`src/rtl/apb_master_bridge.sv`:
```
// -----------------------------------------------------------------------------
// apb_master_bridge
//   Single-outstanding APB initiator. Takes one command from a valid/ready
//   stream, runs it as an APB SETUP/ACCESS transfer and returns one response
//   on a valid/ready stream. An optional ACCESS-phase watchdog aborts
//   transfers whose slave never raises PREADY.
//
// Ports
//   PCLK, PRESETn        clock, asynchronous active-low reset
//   cmd_valid/cmd_ready  command handshake (cmd_ready is combinational)
//   cmd_write            1 = write, 0 = read
//   cmd_addr, cmd_wdata  transfer address and write data
//   rsp_valid/rsp_ready  response handshake
//   rsp_rdata            read data (0 for writes and timeouts)
//   rsp_err              PSLVERR seen or timeout
//   rsp_timeout          transfer aborted by the watchdog
//   PADDR..PWDATA        APB master outputs (all registered)
//   PRDATA, PREADY,      APB slave returns
//   PSLVERR
// -----------------------------------------------------------------------------
module apb_master_bridge #(
  parameter int ADDR_WIDTH     = 12,
  parameter int DATA_WIDTH     = 32,
  parameter int TIMEOUT_CYCLES = 256
) (
  input  logic                  PCLK,
  input  logic                  PRESETn,
  input  logic                  cmd_valid,
  output logic                  cmd_ready,
  input  logic                  cmd_write,
  input  logic [ADDR_WIDTH-1:0] cmd_addr,
  input  logic [DATA_WIDTH-1:0] cmd_wdata,
  output logic                  rsp_valid,
  input  logic                  rsp_ready,
  output logic [DATA_WIDTH-1:0] rsp_rdata,
  output logic                  rsp_err,
  output logic                  rsp_timeout,
  output logic [ADDR_WIDTH-1:0] PADDR,
  output logic                  PSEL,
  output logic                  PENABLE,
  output logic                  PWRITE,
  output logic [DATA_WIDTH-1:0] PWDATA,
  input  logic [DATA_WIDTH-1:0] PRDATA,
  input  logic                  PREADY,
  input  logic                  PSLVERR
);

  localparam int CNT_W = (TIMEOUT_CYCLES < 1) ? 1 : $clog2(TIMEOUT_CYCLES + 1);
  localparam logic [CNT_W-1:0] CNT_LIMIT  = CNT_W'(TIMEOUT_CYCLES);
  localparam logic [CNT_W-1:0] CNT_MAX    = '1;
  localparam bit               TIMEOUT_EN = (TIMEOUT_CYCLES != 0);

  typedef enum logic [1:0] {IDLE, SETUP, ACCESS, RESP} state_t;

  state_t                r_state;
  state_t                w_state_nxt;
  logic [CNT_W-1:0]      r_wait_cnt;
  logic [CNT_W-1:0]      w_cnt_inc;
  logic                  w_accept;
  logic                  w_complete;
  logic                  w_abort;

  logic                  r_psel;
  logic                  r_penable;
  logic                  r_pwrite;
  logic [ADDR_WIDTH-1:0] r_paddr;
  logic [DATA_WIDTH-1:0] r_pwdata;
  logic                  r_rsp_valid;
  logic [DATA_WIDTH-1:0] r_rsp_rdata;
  logic                  r_rsp_err;
  logic                  r_rsp_timeout;

  // Wait counter sticks at all-ones instead of wrapping back to zero.
  function automatic logic [CNT_W-1:0] sat_inc(input logic [CNT_W-1:0] v);
    return (v == CNT_MAX) ? v : v + 1'b1;
  endfunction

  always_comb begin
    w_state_nxt = r_state;
    w_accept    = (r_state == IDLE) && cmd_valid;
    w_complete  = (r_state == ACCESS) && PREADY;
    w_cnt_inc   = sat_inc(r_wait_cnt);
    // Abort on the PREADY-low cycle that brings the count up to the limit;
    // PREADY in that same cycle takes priority and completes normally.
    w_abort     = TIMEOUT_EN && (r_state == ACCESS) && !PREADY &&
                  (w_cnt_inc == CNT_LIMIT);
    case (r_state)
      IDLE:    if (cmd_valid) w_state_nxt = SETUP;
      SETUP:   w_state_nxt = ACCESS;
      ACCESS:  if (w_complete || w_abort) w_state_nxt = RESP;
      RESP:    if (rsp_ready) w_state_nxt = IDLE;
      default: w_state_nxt = IDLE;
    endcase
  end

  always_ff @(posedge PCLK or negedge PRESETn) begin
    if (!PRESETn) r_state <= IDLE;
    else          r_state <= w_state_nxt;
  end

  // Registered APB and response outputs, updated on state transitions.
  always_ff @(posedge PCLK or negedge PRESETn) begin
    if (!PRESETn) begin
      r_psel        <= 1'b0;
      r_penable     <= 1'b0;
      r_pwrite      <= 1'b0;
      r_paddr       <= '0;
      r_pwdata      <= '0;
      r_rsp_valid   <= 1'b0;
      r_rsp_rdata   <= '0;
      r_rsp_err     <= 1'b0;
      r_rsp_timeout <= 1'b0;
      r_wait_cnt    <= '0;
    end else begin
      case (r_state)
        IDLE: begin
          if (w_accept) begin
            r_paddr    <= cmd_addr;
            r_pwrite   <= cmd_write;
            r_pwdata   <= cmd_wdata;
            r_psel     <= 1'b1;
            r_wait_cnt <= '0;
          end
        end
        SETUP: begin
          r_penable <= 1'b1;
        end
        ACCESS: begin
          if (w_complete) begin
            r_psel        <= 1'b0;
            r_penable     <= 1'b0;
            r_rsp_valid   <= 1'b1;
            r_rsp_err     <= PSLVERR;
            r_rsp_timeout <= 1'b0;
            r_rsp_rdata   <= r_pwrite ? '0 : PRDATA;
          end else if (w_abort) begin
            r_psel        <= 1'b0;
            r_penable     <= 1'b0;
            r_rsp_valid   <= 1'b1;
            r_rsp_err     <= 1'b1;
            r_rsp_timeout <= 1'b1;
            r_rsp_rdata   <= '0;
          end else begin
            r_wait_cnt <= w_cnt_inc;
          end
        end
        RESP: begin
          if (rsp_ready) r_rsp_valid <= 1'b0;
        end
        default: ;
      endcase
    end
  end

  assign cmd_ready   = (r_state == IDLE);
  assign PSEL        = r_psel;
  assign PENABLE     = r_penable;
  assign PWRITE      = r_pwrite;
  assign PADDR       = r_paddr;
  assign PWDATA      = r_pwdata;
  assign rsp_valid   = r_rsp_valid;
  assign rsp_rdata   = r_rsp_rdata;
  assign rsp_err     = r_rsp_err;
  assign rsp_timeout = r_rsp_timeout;

endmodule

```
`config.mk`:
```
export PLATFORM = sky130hd
export DESIGN_NAME = apb_master_bridge
export DESIGN_NICKNAME = d
export VERILOG_FILES = /design/src/rtl/apb_master_bridge.sv
export SDC_FILE = /design/constraint.sdc
export NUM_CORES = 1
export LEC_CHECK = 0
export ABC_AREA = 1
export ABC_CLOCK_PERIOD_IN_PS = 1900
export BUFFER_PORTS_ARGS = -buffer_cell sky130_fd_sc_hd__buf_2
export CORE_MARGIN = 4
export CORE_UTILIZATION = 40
export CTS_BUF_LIST = sky130_fd_sc_hd__clkbuf_8 sky130_fd_sc_hd__clkbuf_16
export CTS_CLUSTER_DIAMETER = 80
export DETAILED_ROUTE_END_ITERATION = 10
export PLACE_DENSITY_LB_ADDON = 0.15
export SYNTH_ARGS = -nofsm -noshare
export SYNTH_HDL_FRONTEND = slang
export SYNTH_SLANG_ARGS = --single-unit
```
`constraint.sdc`:
```
create_clock -name PCLK -period 1.9 [get_ports PCLK]
set_input_delay 0.095 -clock PCLK [delete_from_list [all_inputs] [get_ports PCLK]]
set_output_delay 0.095 -clock PCLK [all_outputs]
set_load 0.05 [all_outputs]
```
==> results.cfg <==
[synthesis]
synth_top_cell_by_area = dfrtp_1
synth_cell_types = 27
ys.flop_type = dfrtp_1
synthArstFlopShare_pct = 100
syn_nets = 555
synth-seq-area-share_pct = 57.8
ys_warn_count = 0
synth.avg_cell_area_um2 = 8.60
synth_edf_count = 0
ys_seq_elements = 93
syn_inst = 468
synth_area_leaders = dfrtp_1 (58%), nand2_1 (20%), inv_1 (4.6%)
synth_top_area_share_pct = 57.8
syn_area_mm2 = 0.00403

[place]
dp_hpwl_mm = 7.34
place.gp.congestion = 0.842
dp.cells = 764
port_buffers = 165
pre_cts_ws_ps = -44.3

[route]
drtPass1Iterations = 7
antenna_left = 0
drt_iter0_drc = 183
vias_per_cell = 4.48
finalWirelength_mm = 11.7
drcViolationCount = 0
num_vias = 3885
wl_per_cell_um = 13.5

[min_path]
min_to = rsp_valid
hold_class = input pin to register
min_path_cells = 5
hp-start = rsp_ready

[status]
outcome = complete, but fails checks
violations = setup timing

[critical_path]
slowest_stage = dfrtp_1
cp.arrival_ps = 2240
cp-start-kind = register
critical-path-top-cell-by-count = nand2_2
reg2reg_to = rsp_rdata[11]
crit_path_end_kind = register
reg2regPathDepth = 15
required_ps = 2120
worst-path-buf-inv = 2
crit_path_start = r_wait_cnt[0]
critPathTopFamily = simple AND/OR/NAND/NOR gates
r2r_start = r_wait_cnt[0]
cp_slowest_stage_delay_ps = 390
critical_path_class = register to register
r2r_slack_ps = -110
path_cells = ha_2, nand2_2, nor2_4, nand2_2, nand2_2, nand2_2, nor2_1, nand2_1, nor2_2, nand2_2, nand2_4, inv_8, clkbuf_16, nand2_1, o21ai_0
critical_path_depth = 15
worstPathMaxFanout = 10

[global_route]
grt_pass1_wl_mm = 18.8
antenna_found_initial = 1
grt_pass1_vias = 4036
grtUsageTotal_pct = 20.4
grt_max_degree = 48
grt_overflow_total = 0

[cts]
cts_tree = done
cts_buffers = 9
numClockSinks = 93
htree_levels = 3
clkTransAtPathRegs_ps = 90
clk_latency_ps = 360
root_buffer = clkbuf_8
clockBufferDepth = 2

[power]
total_leakage_power_nw = 3.45
power_density_mw_per_mm2 = 1710
p_total_w = 0.0107
vdd_drop_max_mv = 1.15

[cells_and_area]
area_growth_pct = 54.8
final_nets = 816
fin_cells = 867
final_util_pct = 63.8
fillerInstances = 817
drive_above_1_share_pct = 32.8
antennaDiodeCount = 0

[die]
die_w_um = 108
die_area_mm2 = 0.0117
rows = 36
start_util_pct = 41.2
ios = 166
core_area_mm2 = 0.00977
die_h_um = 108

[sta]
setup_tns_ps = -3290
slew_headroom_pct = 58.8
final_max_slew_viol_count = 0
setup_slack_ps = -114
tightest_slew_ps = 618
period_needed_ps = 2010
max_freq_ghz = 0.497
rsz0062_at_grt = true
setup_violations = 47
finClkSkew_ps = 13.0
period_share_pct = 106
hold_viol = 0

[job]
max_cap_viol_count = 0
==> flip-flops by register name, summed over array words and instances, names as in the netlist <==
name and flops:
PENABLE 1, PWRITE 1, rsp_valid 1, rsp_err 1
PWDATA 32, r_wait_cnt 9, rsp_rdata 32, r_state 2
PADDR 12, rsp_timeout 1, PSEL 1
==> cells in the mapped netlist, types with 2 or more instances <==
| library cell | instances |
|---|---|
| a21oi_1 | 3 |
| buf_1 | 4 |
| buf_6 | 3 |
| clkbuf_1 | 8 |
| dfrtp_1 | 93 |
| ha_1 | 4 |
| inv_1 | 49 |
| nand2_1 | 214 |
| nand2_2 | 4 |
| nand3_1 | 11 |
| nand4_1 | 3 |
| nor2_1 | 9 |
| nor2_2 | 3 |
| o21ai_0 | 32 |
| o21ai_1 | 3 |
| o21ai_2 | 10 |
| or2_2 | 4 |
| xor2_1 | 2 |
==> metrics by stage <==
stage               hold WS [ps]  cell area (µm²)
floorplan                   -201             4030
global placement             154             5080
detailed placement           153             5080
CTS                          143             6120
global route                 182             6230
finish                       193             6230
==> worst register-to-register path: stages, from the launching register on <==
cell	delay [ps]
dfrtp_1	390
ha_2	200
nand2_2	80
nor2_4	180
nand2_2	80
nand2_2	60
nand2_2	50
nor2_1	90
nand2_1	70
nor2_2	140
nand2_2	90
nand2_4	90
inv_8	60
clkbuf_16	160
nand2_1	70
o21ai_0	70
==> layout by cell type (no fill, tap or decap) <==
master         instances
a21oi_1                3
nand2_1              209
nand3_4                2
clkbuf_8              10
nand4_1                3
bufinv_16              2
xor2_1                 2
inv_8                  1
nand3_2                3
nand3_1                7
o22a_1                 1
o21ai_0               27
nand2_8                1
dlygate4sd3_1         80
buf_2                164
clkinv_4               2
buf_12                 4
buf_4                 16
nor2_4                 1
ha_1                   2
nor2_2                 4
xnor2_1                1
inv_1                 49
clkinvlp_4             1
o21ai_2               10
buf_6                  1
ha_2                   2
clkbuf_16              1
nor2_1                 8
inv_2                  1
or2_2                  4
dfrtp_1               93
nand2_2                9
nand2_4                1
o21ai_1                8
inv_6                  1
==> power by group <==
group          internal (W)  switching (W)
registers           0.00278       0.000443
logic               0.00150        0.00444
clock network      0.000786       0.000711
==> per-layer routing <==
layer  global-route usage, %  up-vias  part of all wire, %
met4                    6.85        2                  1.8
met1                    24.0     1803                   41
met2                    35.3      119                   51
met5                       0        -                 0.11
met3                    6.15       20                  6.6
li1                        -     1941                    -
==> cells by family after synthesis <==
kind of cell / Yosys count / synth area share [%]
simple gates: 252 / 25.8
flops: 93 / 57.8
buf+inv: 67 / 7.34
compound gates: 49 / 7.12
fa+ha+maj: 4 / 1.24
xor+xnor: 3 / 0.653
==> layout make-up <==
class,count,area [µm²],area share [%]
well taps,133,166,2.67
repair buffers,266,1860,29.8
clock buffers,10,138,2.21
clock inverters,6,93.8,1.51
multi-input cells,308,1450,23.3
flip-flops and latches,93,2330,37.3
inverters,51,199,3.19
==> timing repair <==
item / in CTS / in global routing
pin swaps: 0 / 4
hold buffers: 80 / 0
cloned: 0 / 1
setup endpoints to repair: 33 / 46
hold endpoints to repair: 124 / 0
gates resized for setup: 1 / 18
buffers inserted: 1 / 5
==> worst max-delay path by stage <==
stage               slack [ps]            end
finish                    -110  rsp_rdata[11]
global route              -250  rsp_rdata[11]
CTS                        -10  rsp_rdata[13]
detailed placement         -40   rsp_rdata[3]
global placement            30   rsp_rdata[1]
floorplan                   40  r_wait_cnt[4]
Power figures use the tool's default switching activity.
